--- src/rtl/dmem_arbiter_if.sv ---
// Bus bundle between the data-memory arbiter, its two requesters and the memory.
// Handshake: a requester raises *_req and holds every request field stable until it is
// accepted. The core is accepted when cpu_req=1 and cpu_stall=0, and the loader when ld_gnt=1,
// both in the same cycle. For an accepted read, *_rvalid pulses exactly one cycle later.
interface dmem_arbiter_if #(parameter int BUS_WIDTH = 32);
  logic                 cpu_req;
  logic                 cpu_we;
  logic [BUS_WIDTH-1:0] cpu_addr;
  logic [BUS_WIDTH-1:0] cpu_wdata;
  logic [3:0]           cpu_wmask;
  logic                 cpu_stall;
  logic                 cpu_rvalid;
  logic [BUS_WIDTH-1:0] cpu_rdata;
  logic                 core_hold;
  logic                 ld_req;
  logic                 ld_we;
  logic [BUS_WIDTH-1:0] ld_addr;
  logic [BUS_WIDTH-1:0] ld_wdata;
  logic                 ld_done;
  logic                 ld_gnt;
  logic                 ld_rvalid;
  logic [BUS_WIDTH-1:0] ld_rdata;
  logic                 mem_en;
  logic                 mem_we;
  logic [BUS_WIDTH-1:0] mem_addr;
  logic [BUS_WIDTH-1:0] mem_wdata;
  logic [3:0]           mem_wmask;
  logic [BUS_WIDTH-1:0] mem_rdata;

  // Arbiter side
  modport slave (
    input  cpu_req, cpu_we, cpu_addr, cpu_wdata, cpu_wmask,
    input  ld_req, ld_we, ld_addr, ld_wdata, ld_done,
    input  mem_rdata,
    output cpu_stall, cpu_rvalid, cpu_rdata, core_hold,
    output ld_gnt, ld_rvalid, ld_rdata,
    output mem_en, mem_we, mem_addr, mem_wdata, mem_wmask
  );

  // Requesters plus memory side
  modport master (
    output cpu_req, cpu_we, cpu_addr, cpu_wdata, cpu_wmask,
    output ld_req, ld_we, ld_addr, ld_wdata, ld_done,
    output mem_rdata,
    input  cpu_stall, cpu_rvalid, cpu_rdata, core_hold,
    input  ld_gnt, ld_rvalid, ld_rdata,
    input  mem_en, mem_we, mem_addr, mem_wdata, mem_wmask
  );
endinterface

--- src/rtl/dmem_arbiter.sv ---
// Shares the single-port data memory between the core MW stage and the UART boot loader.
// It holds the core during boot, then uses round-robin arbitration and steers read returns back.
module dmem_arbiter #(
  parameter int BUS_WIDTH = 32,
  parameter bit BOOT_EN   = 1'b1
) (
  input  logic           clk,
  input  logic           rst,
  dmem_arbiter_if.slave  bus,
  output logic           dbg_state   // 0 = BOOT, 1 = RUN
);

  typedef enum logic {BOOT = 1'b0, RUN = 1'b1} state_t;

  state_t               state, state_nx;
  logic                 last_ld;     // last grant went to the loader
  logic                 cpu_gnt, ld_gnt_c;
  logic                 pend_cpu, pend_ld;
  logic [BUS_WIDTH-1:0] cpu_rdata_q, ld_rdata_q;

  always_ff @(posedge clk or posedge rst) begin
    if (rst) state <= BOOT_EN ? BOOT : RUN;
    else     state <= state_nx;
  end

  // Next state and arbitration. The core is never granted during boot.
  always_comb begin
    state_nx = state;
    cpu_gnt  = 1'b0;
    ld_gnt_c = 1'b0;
    if (state == BOOT) begin
      ld_gnt_c = bus.ld_req;
      if (bus.ld_done) state_nx = RUN;
    end else if (bus.cpu_req && bus.ld_req) begin
      cpu_gnt  = last_ld;
      ld_gnt_c = ~last_ld;
    end else begin
      cpu_gnt  = bus.cpu_req;
      ld_gnt_c = bus.ld_req;
    end
  end

  always_comb begin
    bus.mem_en    = 1'b0;
    bus.mem_we    = 1'b0;
    bus.mem_addr  = '0;
    bus.mem_wdata = '0;
    bus.mem_wmask = 4'h0;
    if (cpu_gnt) begin
      bus.mem_en    = 1'b1;
      bus.mem_we    = bus.cpu_we;
      bus.mem_addr  = bus.cpu_addr;
      bus.mem_wdata = bus.cpu_wdata;
      bus.mem_wmask = bus.cpu_wmask;
    end else if (ld_gnt_c) begin
      bus.mem_en    = 1'b1;
      bus.mem_we    = bus.ld_we;
      bus.mem_addr  = bus.ld_addr;
      bus.mem_wdata = bus.ld_wdata;
      bus.mem_wmask = 4'hF;
    end
  end

  // One owner tag per cycle lets back-to-back reads return at full rate.
  always_ff @(posedge clk or posedge rst) begin
    if (rst) begin
      last_ld     <= 1'b1;
      pend_cpu    <= 1'b0;
      pend_ld     <= 1'b0;
      cpu_rdata_q <= '0;
      ld_rdata_q  <= '0;
    end else begin
      if (cpu_gnt)       last_ld <= 1'b0;
      else if (ld_gnt_c) last_ld <= 1'b1;
      pend_cpu <= cpu_gnt & ~bus.cpu_we;
      pend_ld  <= ld_gnt_c & ~bus.ld_we;
      if (pend_cpu) cpu_rdata_q <= bus.mem_rdata;
      if (pend_ld)  ld_rdata_q  <= bus.mem_rdata;
    end
  end

  // Return data passes straight through in the return cycle and is held afterwards.
  assign bus.cpu_rvalid = pend_cpu;
  assign bus.ld_rvalid  = pend_ld;
  assign bus.cpu_rdata  = pend_cpu ? bus.mem_rdata : cpu_rdata_q;
  assign bus.ld_rdata   = pend_ld  ? bus.mem_rdata : ld_rdata_q;
  assign bus.cpu_stall  = bus.cpu_req & ~cpu_gnt;
  assign bus.ld_gnt     = ld_gnt_c;
  assign bus.core_hold  = (state == BOOT);
  assign dbg_state      = (state == RUN);

endmodule

--- src/flat_wrapper.sv ---
// flat-port wrapper written by rule: the top's interface ports become plain ports
module dmem_arbiter_flat 
#(
  parameter int BUS_WIDTH = 32,
  parameter bit BOOT_EN   = 1'b1
)
  (clk, rst, dbg_state, bus_cpu_req, bus_cpu_we, bus_cpu_addr, bus_cpu_wdata, bus_cpu_wmask, bus_ld_req, bus_ld_we, bus_ld_addr, bus_ld_wdata, bus_ld_done, bus_mem_rdata, bus_cpu_stall, bus_cpu_rvalid, bus_cpu_rdata, bus_core_hold, bus_ld_gnt, bus_ld_rvalid, bus_ld_rdata, bus_mem_en, bus_mem_we, bus_mem_addr, bus_mem_wdata, bus_mem_wmask);
  dmem_arbiter_if #(.BUS_WIDTH(BUS_WIDTH)) bus_i ();
  input  logic clk;
  input  logic rst;
  output logic dbg_state;
  input wire logic [$bits(bus_i.cpu_req)-1:0] bus_cpu_req;
  input wire logic [$bits(bus_i.cpu_we)-1:0] bus_cpu_we;
  input wire logic [$bits(bus_i.cpu_addr)-1:0] bus_cpu_addr;
  input wire logic [$bits(bus_i.cpu_wdata)-1:0] bus_cpu_wdata;
  input wire logic [$bits(bus_i.cpu_wmask)-1:0] bus_cpu_wmask;
  input wire logic [$bits(bus_i.ld_req)-1:0] bus_ld_req;
  input wire logic [$bits(bus_i.ld_we)-1:0] bus_ld_we;
  input wire logic [$bits(bus_i.ld_addr)-1:0] bus_ld_addr;
  input wire logic [$bits(bus_i.ld_wdata)-1:0] bus_ld_wdata;
  input wire logic [$bits(bus_i.ld_done)-1:0] bus_ld_done;
  input wire logic [$bits(bus_i.mem_rdata)-1:0] bus_mem_rdata;
  output wire logic [$bits(bus_i.cpu_stall)-1:0] bus_cpu_stall;
  output wire logic [$bits(bus_i.cpu_rvalid)-1:0] bus_cpu_rvalid;
  output wire logic [$bits(bus_i.cpu_rdata)-1:0] bus_cpu_rdata;
  output wire logic [$bits(bus_i.core_hold)-1:0] bus_core_hold;
  output wire logic [$bits(bus_i.ld_gnt)-1:0] bus_ld_gnt;
  output wire logic [$bits(bus_i.ld_rvalid)-1:0] bus_ld_rvalid;
  output wire logic [$bits(bus_i.ld_rdata)-1:0] bus_ld_rdata;
  output wire logic [$bits(bus_i.mem_en)-1:0] bus_mem_en;
  output wire logic [$bits(bus_i.mem_we)-1:0] bus_mem_we;
  output wire logic [$bits(bus_i.mem_addr)-1:0] bus_mem_addr;
  output wire logic [$bits(bus_i.mem_wdata)-1:0] bus_mem_wdata;
  output wire logic [$bits(bus_i.mem_wmask)-1:0] bus_mem_wmask;
  assign bus_i.cpu_req = bus_cpu_req;
  assign bus_i.cpu_we = bus_cpu_we;
  assign bus_i.cpu_addr = bus_cpu_addr;
  assign bus_i.cpu_wdata = bus_cpu_wdata;
  assign bus_i.cpu_wmask = bus_cpu_wmask;
  assign bus_i.ld_req = bus_ld_req;
  assign bus_i.ld_we = bus_ld_we;
  assign bus_i.ld_addr = bus_ld_addr;
  assign bus_i.ld_wdata = bus_ld_wdata;
  assign bus_i.ld_done = bus_ld_done;
  assign bus_i.mem_rdata = bus_mem_rdata;
  assign bus_cpu_stall = bus_i.cpu_stall;
  assign bus_cpu_rvalid = bus_i.cpu_rvalid;
  assign bus_cpu_rdata = bus_i.cpu_rdata;
  assign bus_core_hold = bus_i.core_hold;
  assign bus_ld_gnt = bus_i.ld_gnt;
  assign bus_ld_rvalid = bus_i.ld_rvalid;
  assign bus_ld_rdata = bus_i.ld_rdata;
  assign bus_mem_en = bus_i.mem_en;
  assign bus_mem_we = bus_i.mem_we;
  assign bus_mem_addr = bus_i.mem_addr;
  assign bus_mem_wdata = bus_i.mem_wdata;
  assign bus_mem_wmask = bus_i.mem_wmask;
  dmem_arbiter #(.BUS_WIDTH(BUS_WIDTH), .BOOT_EN(BOOT_EN)) u_core (.clk(clk), .rst(rst), .bus(bus_i), .dbg_state(dbg_state));
endmodule
--- config.mk ---
export PLATFORM = sky130hd
export DESIGN_NAME = dmem_arbiter_flat
export DESIGN_NICKNAME = d
export VERILOG_FILES = /design/src/rtl/dmem_arbiter_if.sv /design/src/rtl/dmem_arbiter.sv /design/src/flat_wrapper.sv
export SDC_FILE = /design/constraint.sdc
export NUM_CORES = 1
export LEC_CHECK = 0
export CORE_MARGIN = 3
export CORE_UTILIZATION = 31
export DETAILED_ROUTE_END_ITERATION = 7
export HOLD_SLACK_MARGIN = 0.15
export PLACE_DENSITY = 0.82
export SLEW_MARGIN = 20
export SYNTH_ARGS = -nofsm -noshare
export SYNTH_HDL_FRONTEND = slang
export SYNTH_SLANG_ARGS = --single-unit
--- constraint.sdc ---
create_clock -name clk -period 2 [get_ports clk]
set_input_delay 0.3 -clock clk [delete_from_list [all_inputs] [get_ports clk]]
set_output_delay 0.3 -clock clk [all_outputs]
set_load 0.005 [all_outputs]
# == Word level (Yosys, flattened, before mapping) ==
# Cells that the tools add are included.
# op_classes
bitwise,8
n_mux,20
reduce_logical,2
# ops
op,count
two-way mux 32 bit,6
two-way mux 1 bit,12
two-way mux 4 bit,2
inverter 1 bit,5
AND 1 bit,3
nonzero test 2 bit,1
logical AND 1 bit,1
# totals
out_inout_bits,140
ff_bits,68
in_bits,171

# == Depth between registers and ports, before layout ==
# Gate-level depths: netlist (run 1).
# depth
word_depth,5
mapped_depth,4
ltp_nobuf,2

# == Least setup slack after synthesis (run 1) ==
# OpenSTA, ideal clock, no wires.
# synth_path
kind,register to output
start,register u_core.last_ld
end,output port bus_mem_addr[24]
arrival_ns,1.257
required_ns,1.700
stages_incl_launch_ff,5
setup_slack_ns,0.443
cell_sequence,dfstp_2 > and2b_4 > buf_4 > buf_2 > o32ai_1
# synth_via
elab_chain_len,5
word_cells_on_any_way,7
classes_between,mux: 6; bitwise: 1
# synth_lines
element,line_no,rtl
"start, declared",dmem_arbiter.sv:16,logic last_ld;
"start signal, assigned",dmem_arbiter.sv:67,last_ld <= 1'b1;
"start signal, assigned",dmem_arbiter.sv:73,if (cpu_gnt) last_ld <= 1'b0;
"start signal, assigned",dmem_arbiter.sv:74,else if (ld_gnt_c) last_ld <= 1'b1;
inverter 1 bit,dmem_arbiter.sv:36,ld_gnt_c = ~last_ld;
two-way mux 1 bit,dmem_arbiter.sv:34,end else if (bus.cpu_req && bus.ld_req) begin
two-way mux 1 bit,dmem_arbiter.sv:31,if (state == BOOT) begin
two-way mux 32 bit,dmem_arbiter.sv:55,end else if (ld_gnt_c) begin
two-way mux 32 bit (*),dmem_arbiter.sv:49,if (cpu_gnt) begin
"end, declared",flat_wrapper.sv:32,output wire logic [$bits(bus_i.mem_addr)-1:0] bus_mem_addr;
# Mark *: on every way between the ends. The rest lies on a longest branch, timed or not.

# == Final worst setup path (run 1) ==
# layout_path
start,register u_core.last_ld
end,output port bus_mem_wdata[15]
# layout_via
elab_chain_len,5
word_cells_on_any_way,7
classes_between,mux: 6; bitwise: 1
# layout_lines
element,line_no,rtl
inverter 1 bit,dmem_arbiter.sv:36,
two-way mux 1 bit,dmem_arbiter.sv:34,
two-way mux 1 bit,dmem_arbiter.sv:31,
two-way mux 32 bit,dmem_arbiter.sv:55,
two-way mux 32 bit (*),dmem_arbiter.sv:49,
"end, declared",flat_wrapper.sv:33,output wire logic [$bits(bus_i.mem_wdata)-1:0] bus_mem_wdata;
# Marked as above.

==> implementation parameters, run 1 <==
Parameter                              Value

Critical path
  Required time of the critical path ... 1.70 ns
  Chain of cells forming the critical path ... and3_4, buf_6, buf_12, buf_16, o32ai_4, buf_2
  Class of the most critical setup path ... flop to primary output
  Startpoint class of the critical path ... flop
  Launch point of the critical path ... u_core.last_ld
  Kind of end point of the critical path ... primary output
  Worst reg2reg startpoint ... u_core.last_ld
  Arrival @ worst endpoint ... 1.73 ns
  Master of the slowest instance on the critical path ... sky130_fd_sc_hd__dfstp_2
  Worst reg2reg path depth ... 6
  Critical Path Fanout Max ... 5
  Slowest stage delay, CP ... 0.55 ns

Status
  Violated checks ... negative setup slack
  Result of the run ... complete, but fails checks

Logic synthesis
  Most instantiated flip-flop cell in the synthesis netlist ... sky130_fd_sc_hd__dfrtp_1
  Number of enable-type register cells in the synthesized netlist ... 0
  Post-synthesis compound-gate area fraction ... 0.201
  Avg Synthesized Cell Area ... 10.4 µm²
  Xor and xnor fraction of the mapped netlist area ... 0
  Mux share of post-synthesis cell area ... 0.180
  Net count of the mapped netlist ... 557
  Fraction of registers with async set or reset after synthesis ... 1.00
  Distinct cells, synth ... 21
  Most area-hungry cell type in the Yosys netlist ... sky130_fd_sc_hd__dfrtp_1
  Post-Synth Adder-Cell Area ... 0
  Post-synthesis share of cell area spent on and, or, nand and nor gates ... 0.0793
  Syn Inst Count ... 386
  Number of warnings reported in the yosys synthesis log ... 0
  Biggest area contributors in the synthesized netlist ... sky130_fd_sc_hd__dfrtp_1 42%, sky130_fd_sc_hd__mux2_2 17%, sky130_fd_sc_hd__o32ai_2 11%, sky130_fd_sc_hd__o32ai_1 8.1%, sky130_fd_sc_hd__inv_1 6.4%
  Register area share after synthesis ... 0.425
  Commonest cells in the synthesized netlist ... 68 x sky130_fd_sc_hd__inv_1, 67 x sky130_fd_sc_hd__dfrtp_1, 66 x sky130_fd_sc_hd__nand2_1
  Main combinational cell family by area after synthesis ... compound AO/OA/AOI/OAI gates
  Number of synthesized register bits ... 68
  Most instantiated library cell after synthesis ... sky130_fd_sc_hd__inv_1
  Mapped cell area ... 0.00401 mm²
  Share of the synthesized area in the top cell type ... 0.418

Timing
  Max Transition Viols Final ... 0
  Fraction of the cycle the final worst path needs ... 1.02
  Slew at the pin with the worst max-slew slack ... 0.542 ns
  Final setup slack of the worst path ... -0.0316 ns
  Worst-case headroom to the max-slew limit ... 0.638
  F_max ... 0.492 GHz
  Setup skew after layout ... 0.00341 ns
  Hold slack final ... 0.370 ns
  Final critical delay including setup and external delays ... 2.03 ns
  RSZ-0062 raised after global routing ... true
  Setup-violating endpoint count in the final report ... 10
  Final hold vios ... 0

Global route
  Total global-route track usage ... 0.245
  Most used routing layer ... met2
  Number of antenna violations at the first check in global routing ... 0
  Vias in the first global route ... 4,586
  First-pass GRT wire length ... 27.3 mm
  Met3 routing resource usage after global routing ... 0.0664
  Met1 usage ... 0.290
  Grt met2 use ... 0.436
  Largest net degree at the start of global routing ... 34
  Overflow left after global routing ... 0

Clock network
  Deepest clock path buffer count ... 2
  Total clock sinks ... 68
  Clock tree from TritonCTS ... yes
  Max H-tree Level ... 3
  Post-CTS Hold Fix Bufs ... 0
  Clock transition at the register clock pins on the worst setup and hold paths after CTS ... 0.06 ns
  Clock buffer count from CTS ... 9
  Latest clock arrival within the worst-skew pair ... 0.33 ns
  Root cell of the clock tree ... sky130_fd_sc_hd__clkbuf_16

Layout
  Proportion of layout cells with a drive suffix above 1 ... 0.357
  Area overhead of the layout relative to synthesis ... 101%
  Sequential cell area ... 0.00171 mm²
  Antenna Cells ... 0
  Area of the multi-input gates ... 0.00218 mm²
  Final Net Count ... 886
  Post-Layout Inst Area ... 0.00805 mm²
  Layout filler cell count ... 968

Pwr
  Proportion of power drawn by combinational gates ... 0.396
  Worst ir drop on vdd ... 397 µV
  Cell-internal power ... 0.00392 W
  Net switching fraction of the power ... 0.291
  Sw Pwr ... 0.00161 W
  Clock Power Share ... 0.289
  Leak ... 3.64 nW
  Fraction of power consumed by sequential logic ... 0.314
  Power density over the cells ... 687 mW/mm²

Placed design
  DP Wirelength ... 13.4 mm
  Count of input and output buffers ... 310
  Total cell area at the placement stage ... 0.00739 mm²
  Gp weighted congestion ... 0.906

Die
  Row Count ... 40
  Die outline area ... 0.0143 mm²
  Ports ... 311
  CORE AREA ... 0.0123 mm²
  Starting utilization of the core area ... 0.326
  Die boundary width ... 120 µm
  Overall die height ... 120 µm

Detailed routing
  Total Wirelength ... 18.5 mm
  Initial DRC count ... 243
  Number of antenna-violating nets in the routed design ... 0
  1st-pass router iterations ... 4
  Total via count in the routed design ... 4,380
  Wire per inst ... 20.8 µm
  DRC ... 0
  Vias per Instance ... 4.93

Run
  Max cap viols ... 0

Worst hold path
  Kind of path behind the tightest hold check ... input port to asynchronous set/reset pin
power groups by stage:
stage / logic, W / registers [W] / clock network (W)
final: 0.00219 / 0.00174 / 0.00160
after global placement: 0.00218 / 0.00173 / 0
after detailed placement: 0.00222 / 0.00175 / 0
after floorplan: 0.000810 / 0.00172 / 0
after global routing: 0.00234 / 0.00176 / 0.00170
after CTS: 0.00214 / 0.00174 / 0.00164
per-layer routing:
layer,wire (µm),vias to the layer above
met4,352,0
met5,0,-
met1,6980,2127
met2,9720,225
li1,-,2006
met3,1410,22
cell families (layout without fill, tap and decap cells):
group	after synthesis	count (layout)
compound gates	70	70
buf+inv	105	439
flops	68	68
mux	64	64
simple gates	79	79
critical path, delay by kind of cell, from the launching register on:
family / cells / cell delay [ns]
AOI/OAI and AO/OA: 1 / 0.08
buffers and inverters: 4 / 0.51
DFF: 1 / 0.55
and+or+nand+nor: 1 / 0.26
sequential cells by signal, indices dropped and copies added, names as in the netlist:
| signal | count |
|---|---|
| u_core.cpu_rdata_q | 32 |
| u_core.ld_rdata_q | 32 |
| u_core.bus.cpu_rvalid | 1 |
| u_core.bus.ld_rvalid | 1 |
| u_core.dbg_state | 1 |
| u_core.last_ld | 1 |
placed cells by master, fill, tap and decap left out, types with 5 or more instances in the layout:
master                            instances
sky130_fd_sc_hd__buf_2                   66
sky130_fd_sc_hd__clkbuf_16               11
sky130_fd_sc_hd__dlygate4sd2_1           67
sky130_fd_sc_hd__clkdlybuf4s50_1        172
sky130_fd_sc_hd__buf_6                    5
sky130_fd_sc_hd__buf_4                   17
sky130_fd_sc_hd__buf_16                   7
sky130_fd_sc_hd__dfrtp_1                 65
sky130_fd_sc_hd__mux2_2                  57
sky130_fd_sc_hd__o32ai_1                  7
sky130_fd_sc_hd__inv_1                   67
sky130_fd_sc_hd__o32ai_2                 50
sky130_fd_sc_hd__nand2_1                 66
sky130_fd_sc_hd__buf_12                  13
sky130_fd_sc_hd__o32ai_4                  8
stage by stage:
| stage | TNS (ns) | util | instances | setup WS [ns] | total power (W) |
|---|---|---|---|---|---|
| 2_1_floorplan | 0 | - | 386 | 0.443 | 0.00253 |
| 4_1_cts | -0.612 | 0.638 | 887 | -0.111 | 0.00551 |
| 5_1_grt | -1.21 | 0.654 | 888 | -0.0850 | 0.00579 |
| 3_3_place_gp | -17.69 | 0.601 | 849 | -0.411 | 0.00390 |
| 6_report | -0.123 | 0.654 | 888 | -0.0316 | 0.00553 |
| 3_5_place_dp | -21.25 | 0.601 | 849 | -0.414 | 0.00397 |
final timing paths:
kind / to / slack (ns)
worst min-delay path: u_core.ld_rdata_q[23] / 0.37
max in group asynchronous: u_core.cpu_rdata_q[16] / 1.10
worst min register to register: u_core.cpu_rdata_q[31] / 0.48
worst max-delay path: bus_mem_wdata[15] / -0.03
worst max register to register: u_core.bus.ld_rvalid / 0.54
min in group clk: u_core.last_ld / 0.44
area by class of cell:
class / instances / share of cell area
Multi-Input combinational cell: 213 / 0.271
Clock buffer: 9 / 0.0280
Tap cell: 168 / 0.0261
Clock inverter: 7 / 0.0103
Inverter: 68 / 0.0322
Timing Repair Buffer: 355 / 0.421
Sequential cell: 68 / 0.212
repair_timing:
action,in CTS,in global routing
setup endpoints to repair,136,64
resized for setup,368,34
buffers inserted,14,1
gates cloned,8,2
Note: power is estimated with default switching activity, not from simulation.
==> inputs of run 2 (changes only) <==
--- a/config.mk
+++ b/config.mk
@@ -8,7 +8,7 @@
 export CORE_MARGIN = 3
 export CORE_UTILIZATION = 31
 export DETAILED_ROUTE_END_ITERATION = 7
-export HOLD_SLACK_MARGIN = 0.15
+export GPL_ROUTABILITY_DRIVEN = 0
 export PLACE_DENSITY = 0.82
 export SLEW_MARGIN = 20
 export SYNTH_ARGS = -nofsm -noshare
==> implementation parameters, run 2 (synthesized netlist as in run 1, its figures left out) <==
Parameter                              Value

Timing
  RSZ-0062 raised after global routing ... true
  F_max ... 0.501 GHz (+1.9%)
  Max Transition Viols Final ... 0 (unchanged)
  Fraction of the cycle the final worst path needs ... 0.997 (-0.0187)
  Setup skew after layout ... 0.00480 ns (+0.00139 ns)
  Hold slack final ... 0.451 ns (+0.0812 ns)
  Setup-violating endpoint count in the final report ... 0 (-10)
  Final critical delay including setup and external delays ... 1.99 ns (-0.0374 ns)
  Final hold vios ... 0 (unchanged)
  Slew at the pin with the worst max-slew slack ... 0.490 ns (-0.0520 ns)
  Worst-case headroom to the max-slew limit ... 0.674 (+0.0354)

Clock network
  Latest clock arrival within the worst-skew pair ... 0.33 ns (about the same)
  Post-CTS Hold Fix Bufs ... 0 (unchanged)
  Root cell of the clock tree ... sky130_fd_sc_hd__clkbuf_16
  Total clock sinks ... 68 (unchanged)
  Clock buffer count from CTS ... 9 (unchanged)
  Max H-tree Level ... 3 (unchanged)
  Clock tree from TritonCTS ... yes
  Clock transition at the register clock pins on the worst setup and hold paths after CTS ... 0.05 ns (about the same)
  Deepest clock path buffer count ... 2 (unchanged)

Critical path
  Worst reg2reg path depth ... 4 (-2)
  Startpoint class of the critical path ... flop
  Kind of end point of the critical path ... primary output
  Chain of cells forming the critical path ... and2b_4, buf_12, o32ai_1, buf_2
  Arrival @ worst endpoint ... 1.69 ns (-0.04 ns)
  Critical Path Fanout Max ... 19 (+14)
  Number of buffer and inverter instances along the worst setup path ... 2 (-2)
  Worst reg2reg startpoint ... u_core.bus.cpu_rvalid
  Worst-case register-to-register setup slack ... 0.67 ns (+0.13 ns)
  Gate family responsible for the most delay along the worst path ... flip-flops
  R2r endpoint ... u_core.cpu_rdata_q[20]
  Master of the slowest instance on the critical path ... sky130_fd_sc_hd__dfstp_2
  Class of the most critical setup path ... flop to primary output
  Slowest stage delay, CP ... 0.54 ns (about the same)
  Required time of the critical path ... 1.70 ns (about the same)

Worst hold path
  Kind of path behind the tightest hold check ... input port to asynchronous set/reset pin

Global route
  Number of antenna violations at the first check in global routing ... 0 (unchanged)
  Overflow left after global routing ... 0 (unchanged)
  Largest net degree at the start of global routing ... 50 (+47%)
  Total global-route track usage ... 0.229 (-0.0165)
  Vias in the first global route ... 4,542 (-0.96%)
  First-pass GRT wire length ... 25.6 mm (-6.0%)

Die
  Starting utilization of the core area ... 0.326 (unchanged)
  Row Count ... 40 (unchanged)
  Overall die height ... 120 µm (unchanged)
  CORE AREA ... 0.0123 mm² (unchanged)
  Ports ... 311 (unchanged)
  Die outline area ... 0.0143 mm² (unchanged)
  Die boundary width ... 120 µm (unchanged)

Placed design
  Count of input and output buffers ... 310 (unchanged)
  DP Wirelength ... 13.1 mm (-1.9%)

Pwr
  Leak ... 3.78 nW (+3.8%)
  Power density over the cells ... 684 mW/mm² (-0.45%)
  Worst ir drop on vdd ... 441 µV (+11%)

Detailed routing
  Total Wirelength ... 18.5 mm (+0.40%)
  Wire per inst ... 20.8 µm (+0.28%)
  Vias per Instance ... 5.03 (+1.9%)
  1st-pass router iterations ... 4 (unchanged)
  Initial DRC count ... 288 (+19%)
  Total via count in the routed design ... 4,468 (+2.0%)
  DRC ... 0 (unchanged)
  Number of antenna-violating nets in the routed design ... 0 (unchanged)

Layout
  Post-route core utilization ... 0.659 (+0.00539)
  Final Net Count ... 887 (+0.11%)
  Proportion of layout cells with a drive suffix above 1 ... 0.376 (+0.0189)
  Highest-count cells in the layout ignoring fill and taps ... 172 x sky130_fd_sc_hd__clkdlybuf4s50_1, 67 x sky130_fd_sc_hd__inv_1, 66 x sky130_fd_sc_hd__nand2_1, 65 x sky130_fd_sc_hd__dfrtp_1, 53 x sky130_fd_sc_hd__buf_2
  Area overhead of the layout relative to synthesis ... 102%
  Layout filler cell count ... 931 (-3.8%)
  Most common cell after layout, fill and taps aside ... sky130_fd_sc_hd__clkdlybuf4s50_1
  Antenna Cells ... 0 (unchanged)
  Largest registers ... u_core.cpu_rdata_q (32), u_core.ld_rdata_q (32)

Run
  Max cap viols ... 0 (unchanged)

Status
  Result of the run ... completed
[run 2: where the power goes]
part	switching, W	internal, W	total [W]
clock network	0.000569	0.000994	0.00156
logic	0.000933	0.00132	0.00225
registers	0.0000875	0.00165	0.00174
total	0.00159	0.00396	0.00555
[run 2: how the worst max path moves through the flow]
stage                          start                end  slack [ns]  cells after the start
6_report              u_core.last_ld   bus_mem_addr[12]       0.006                      4
5_1_grt               u_core.last_ld  bus_mem_wdata[18]       -0.05                      4
4_1_cts        u_core.bus.cpu_rvalid  bus_cpu_rdata[20]       -0.12                      3
3_5_place_dp             bus_cpu_req   bus_mem_addr[14]       -0.41                      5
3_3_place_gp             bus_cpu_req   bus_mem_addr[14]       -0.39                      5
2_1_floorplan         u_core.last_ld   bus_mem_addr[24]        0.44                      4
[run 2: final cells by class]
class	instances	area, µm²	share of cell area
sequential	68	1710	0.210
clock buffer	10	239	0.0295
tap	168	210	0.0259
timing repair buffer	356	3410	0.420
multi-input combinational	213	2230	0.274
clock inverter	6	63.8	0.00786
inverter	68	259	0.0319
[run 2: stage by stage]
step           setup TNS [ns]  instances  instance area (µm²)  worst slack (ns)  power [W]
2_1_floorplan               0        386                 4010             0.443    0.00253
3_3_place_gp           -17.64        844                 7370            -0.388    0.00388
3_5_place_dp           -21.36        844                 7370            -0.411    0.00397
4_1_cts                 -5.34        866                 7790            -0.124    0.00543
5_1_grt                -0.731        889                 8110           -0.0461    0.00580
6_report                    0        889                 8110           0.00577    0.00555
[run 2: tightest hold or removal path: stages]
cell and delay (ns):
sky130_fd_sc_hd__clkdlybuf4s50_1 0.45, sky130_fd_sc_hd__clkinvlp_4 0.10, sky130_fd_sc_hd__buf_4 0.33
[run 2: layer usage]
layer  track usage  up-vias  share of wire
li1              -     2002              -
met1         0.260     2175           0.37
met2         0.401      254           0.51
met3        0.0768       37          0.086
met4        0.0802        0          0.030
met5             0        -              0
[run 2: repair_timing]
action                                 CTS  global route
resized for setup                      241           180
endpoints found under the hold margin    0             0
cloned                                   3             8
buffers inserted                         3            15
setup endpoints to repair              136            86
==> patch (flow settings as in run 1) <==
`BUS_WIDTH` is set to 32 in 3 places; all go to 64.
--- a/src/rtl/dmem_arbiter_if.sv
+++ b/src/rtl/dmem_arbiter_if.sv
@@ -2,7 +2,7 @@
 // Handshake: a requester raises *_req and holds every request field stable until it is
 // accepted. The core is accepted when cpu_req=1 and cpu_stall=0, and the loader when ld_gnt=1,
 // both in the same cycle. For an accepted read, *_rvalid pulses exactly one cycle later.
-interface dmem_arbiter_if #(parameter int BUS_WIDTH = 32);
+interface dmem_arbiter_if #(parameter int BUS_WIDTH = 64);
   logic                 cpu_req;
   logic                 cpu_we;
   logic [BUS_WIDTH-1:0] cpu_addr;
--- a/src/rtl/dmem_arbiter.sv
+++ b/src/rtl/dmem_arbiter.sv
@@ -1,7 +1,7 @@
 // Shares the single-port data memory between the core MW stage and the UART boot loader.
 // It holds the core during boot, then uses round-robin arbitration and steers read returns back.
 module dmem_arbiter #(
-  parameter int BUS_WIDTH = 32,
+  parameter int BUS_WIDTH = 64,
   parameter bit BOOT_EN   = 1'b1
 ) (
   input  logic           clk,
--- a/src/flat_wrapper.sv
+++ b/src/flat_wrapper.sv
@@ -1,7 +1,7 @@
 // flat-port wrapper written by rule: the top's interface ports become plain ports
 module dmem_arbiter_flat 
 #(
-  parameter int BUS_WIDTH = 32,
+  parameter int BUS_WIDTH = 64,
   parameter bit BOOT_EN   = 1'b1
 )
   (clk, rst, dbg_state, bus_cpu_req, bus_cpu_we, bus_cpu_addr, bus_cpu_wdata, bus_cpu_wmask, bus_ld_req, bus_ld_we, bus_ld_addr, bus_ld_wdata, bus_ld_done, bus_mem_rdata, bus_cpu_stall, bus_cpu_rvalid, bus_cpu_rdata, bus_core_hold, bus_ld_gnt, bus_ld_rvalid, bus_ld_rdata, bus_mem_en, bus_mem_we, bus_mem_addr, bus_mem_wdata, bus_mem_wmask);
Ports: changed (9 resized); port bits go from 311 to 599. No check against the original RTL was run, so the function may have changed too.
==> patch against run 1 <==
The flow still finishes with violations (setup timing). Routed wire length grew to 3.5 times the old value. Clock skew is 0.013 ns higher. Area after synthesis is 100% higher. Total power is 140% higher. Setup slack worse by 0.35 ns. Critical path depth is 1 higher. Sequential cell count is 64 higher. Register-to-register slack worse by 0.19 ns. Design area is 130% higher. Largest cell class unchanged. Largest power group unchanged. Highest routed layer is now met5.
==> patch: results <==
export IMPL_status="finished with violations"
export IMPL_cts_buffers=17
export IMPL_sequentialPower_w=0.00349
export IMPL_path_delay_family="buffers and inverters"
export IMPL_wl_met3_mm=6.27
export IMPL_grt_max_degree=61
export IMPL_grtUsageTotal=0.403
export IMPL_fin_total_pwr_w=0.0135
export IMPL_ir_drop_v=0.00113
export IMPL_drt_iter0_drc=1002
export IMPL_place_inst=1684
export IMPL_place_area_sq_um=15000
export IMPL_antenna_found_initial=19
export IMPL_worst_slack_ns=-0.377
export IMPL_synth_fp_nets=1075
export IMPL_power_leakage_nw=8.56
export IMPL_h_tree_depth=4
export IMPL_hpwl_mm=43.5
export IMPL_met2_usage=0.699
export IMPL_failed_checks="setup timing"
export IMPL_top_layer_used="met5"
export IMPL_p_switching_w=0.00459
export IMPL_detail_route_wl_per_cell_um=34.0
export IMPL_synth_area_leaders="dfrtp_1 40%, o32ai_2 20%, mux2_2 18%"
export IMPL_vias_per_cell=5.57
export IMPL_first_pass_iters=5
export IMPL_arrival_ns=2.08
export IMPL_synth_top_cell_area_share=0.403
export IMPL_grt_pass1_wl_mm=81.7
export IMPL_nNetsFinal=1884
export IMPL_clkLatencyLatePin_ns=0.43
export IMPL_setup_viol=213
export IMPL_syn_inst=744
patch: worst min-delay path, cell delays in order:
cell             delay, ns
clkdlybuf4s50_1       0.45
clkinvlp_4            0.19
buf_12                0.26
patch: path summary, 6_finish.rpt:
kind	startpoint	endpoint	slack, ns	cells past startpoint
setup / recovery	u_core.last_ld$_DFFE_PP1P_	bus_mem_wdata[50]	-0.38	7
max in group asynchronous	rst	u_core.cpu_rdata_q[3]$_DFF_PP0_	1.27	3
setup reg to reg	u_core.bus.cpu_rvalid$_DFF_PP0_	u_core.cpu_rdata_q[2]$_DFF_PP0_	0.35	7
min in group clk	bus_ld_we	u_core.bus.ld_rvalid$_DFF_PP0_	0.47	2
hold reg to reg	u_core.ld_rdata_q[23]$_DFF_PP0_	u_core.ld_rdata_q[23]$_DFF_PP0_	0.50	1
hold / removal	rst	u_core.ld_rdata_q[46]$_DFF_PP0_	0.41	3
patch: cell type report:
class	count	area (sq um)	share of cell area
antenna	18	45.0	0.00241
clock buffer	17	425	0.0228
clock inverter	15	188	0.0100
inverter	132	499	0.0267
multi-input combinational	406	5010	0.268
sequential	132	3310	0.177
tap	330	413	0.0221
timing repair buffer	864	8790	0.471
patch: cell families (layout without fill, tap and decap cells):
family,Yosys count,count (layout),share of synthesized area
other,0,18,0
AO/OA/AOI/OAI,134,134,0.233
multiplexers,128,128,0.177
flip-flops,132,132,0.406
AND/OR/NAND/NOR,143,144,0.0681
buffers and inverters,207,1028,0.116
patch: what timing repair did:
item                                    in CTS  in global routing
pin swaps                                    8                 13
gates cloned                                24                  3
hold buffers                                 0                  0
hold endpoints to repair                     0                  0
gates resized for setup                   1187                288
buffers inserted                           120                 70
endpoints found under the setup margin     266                259
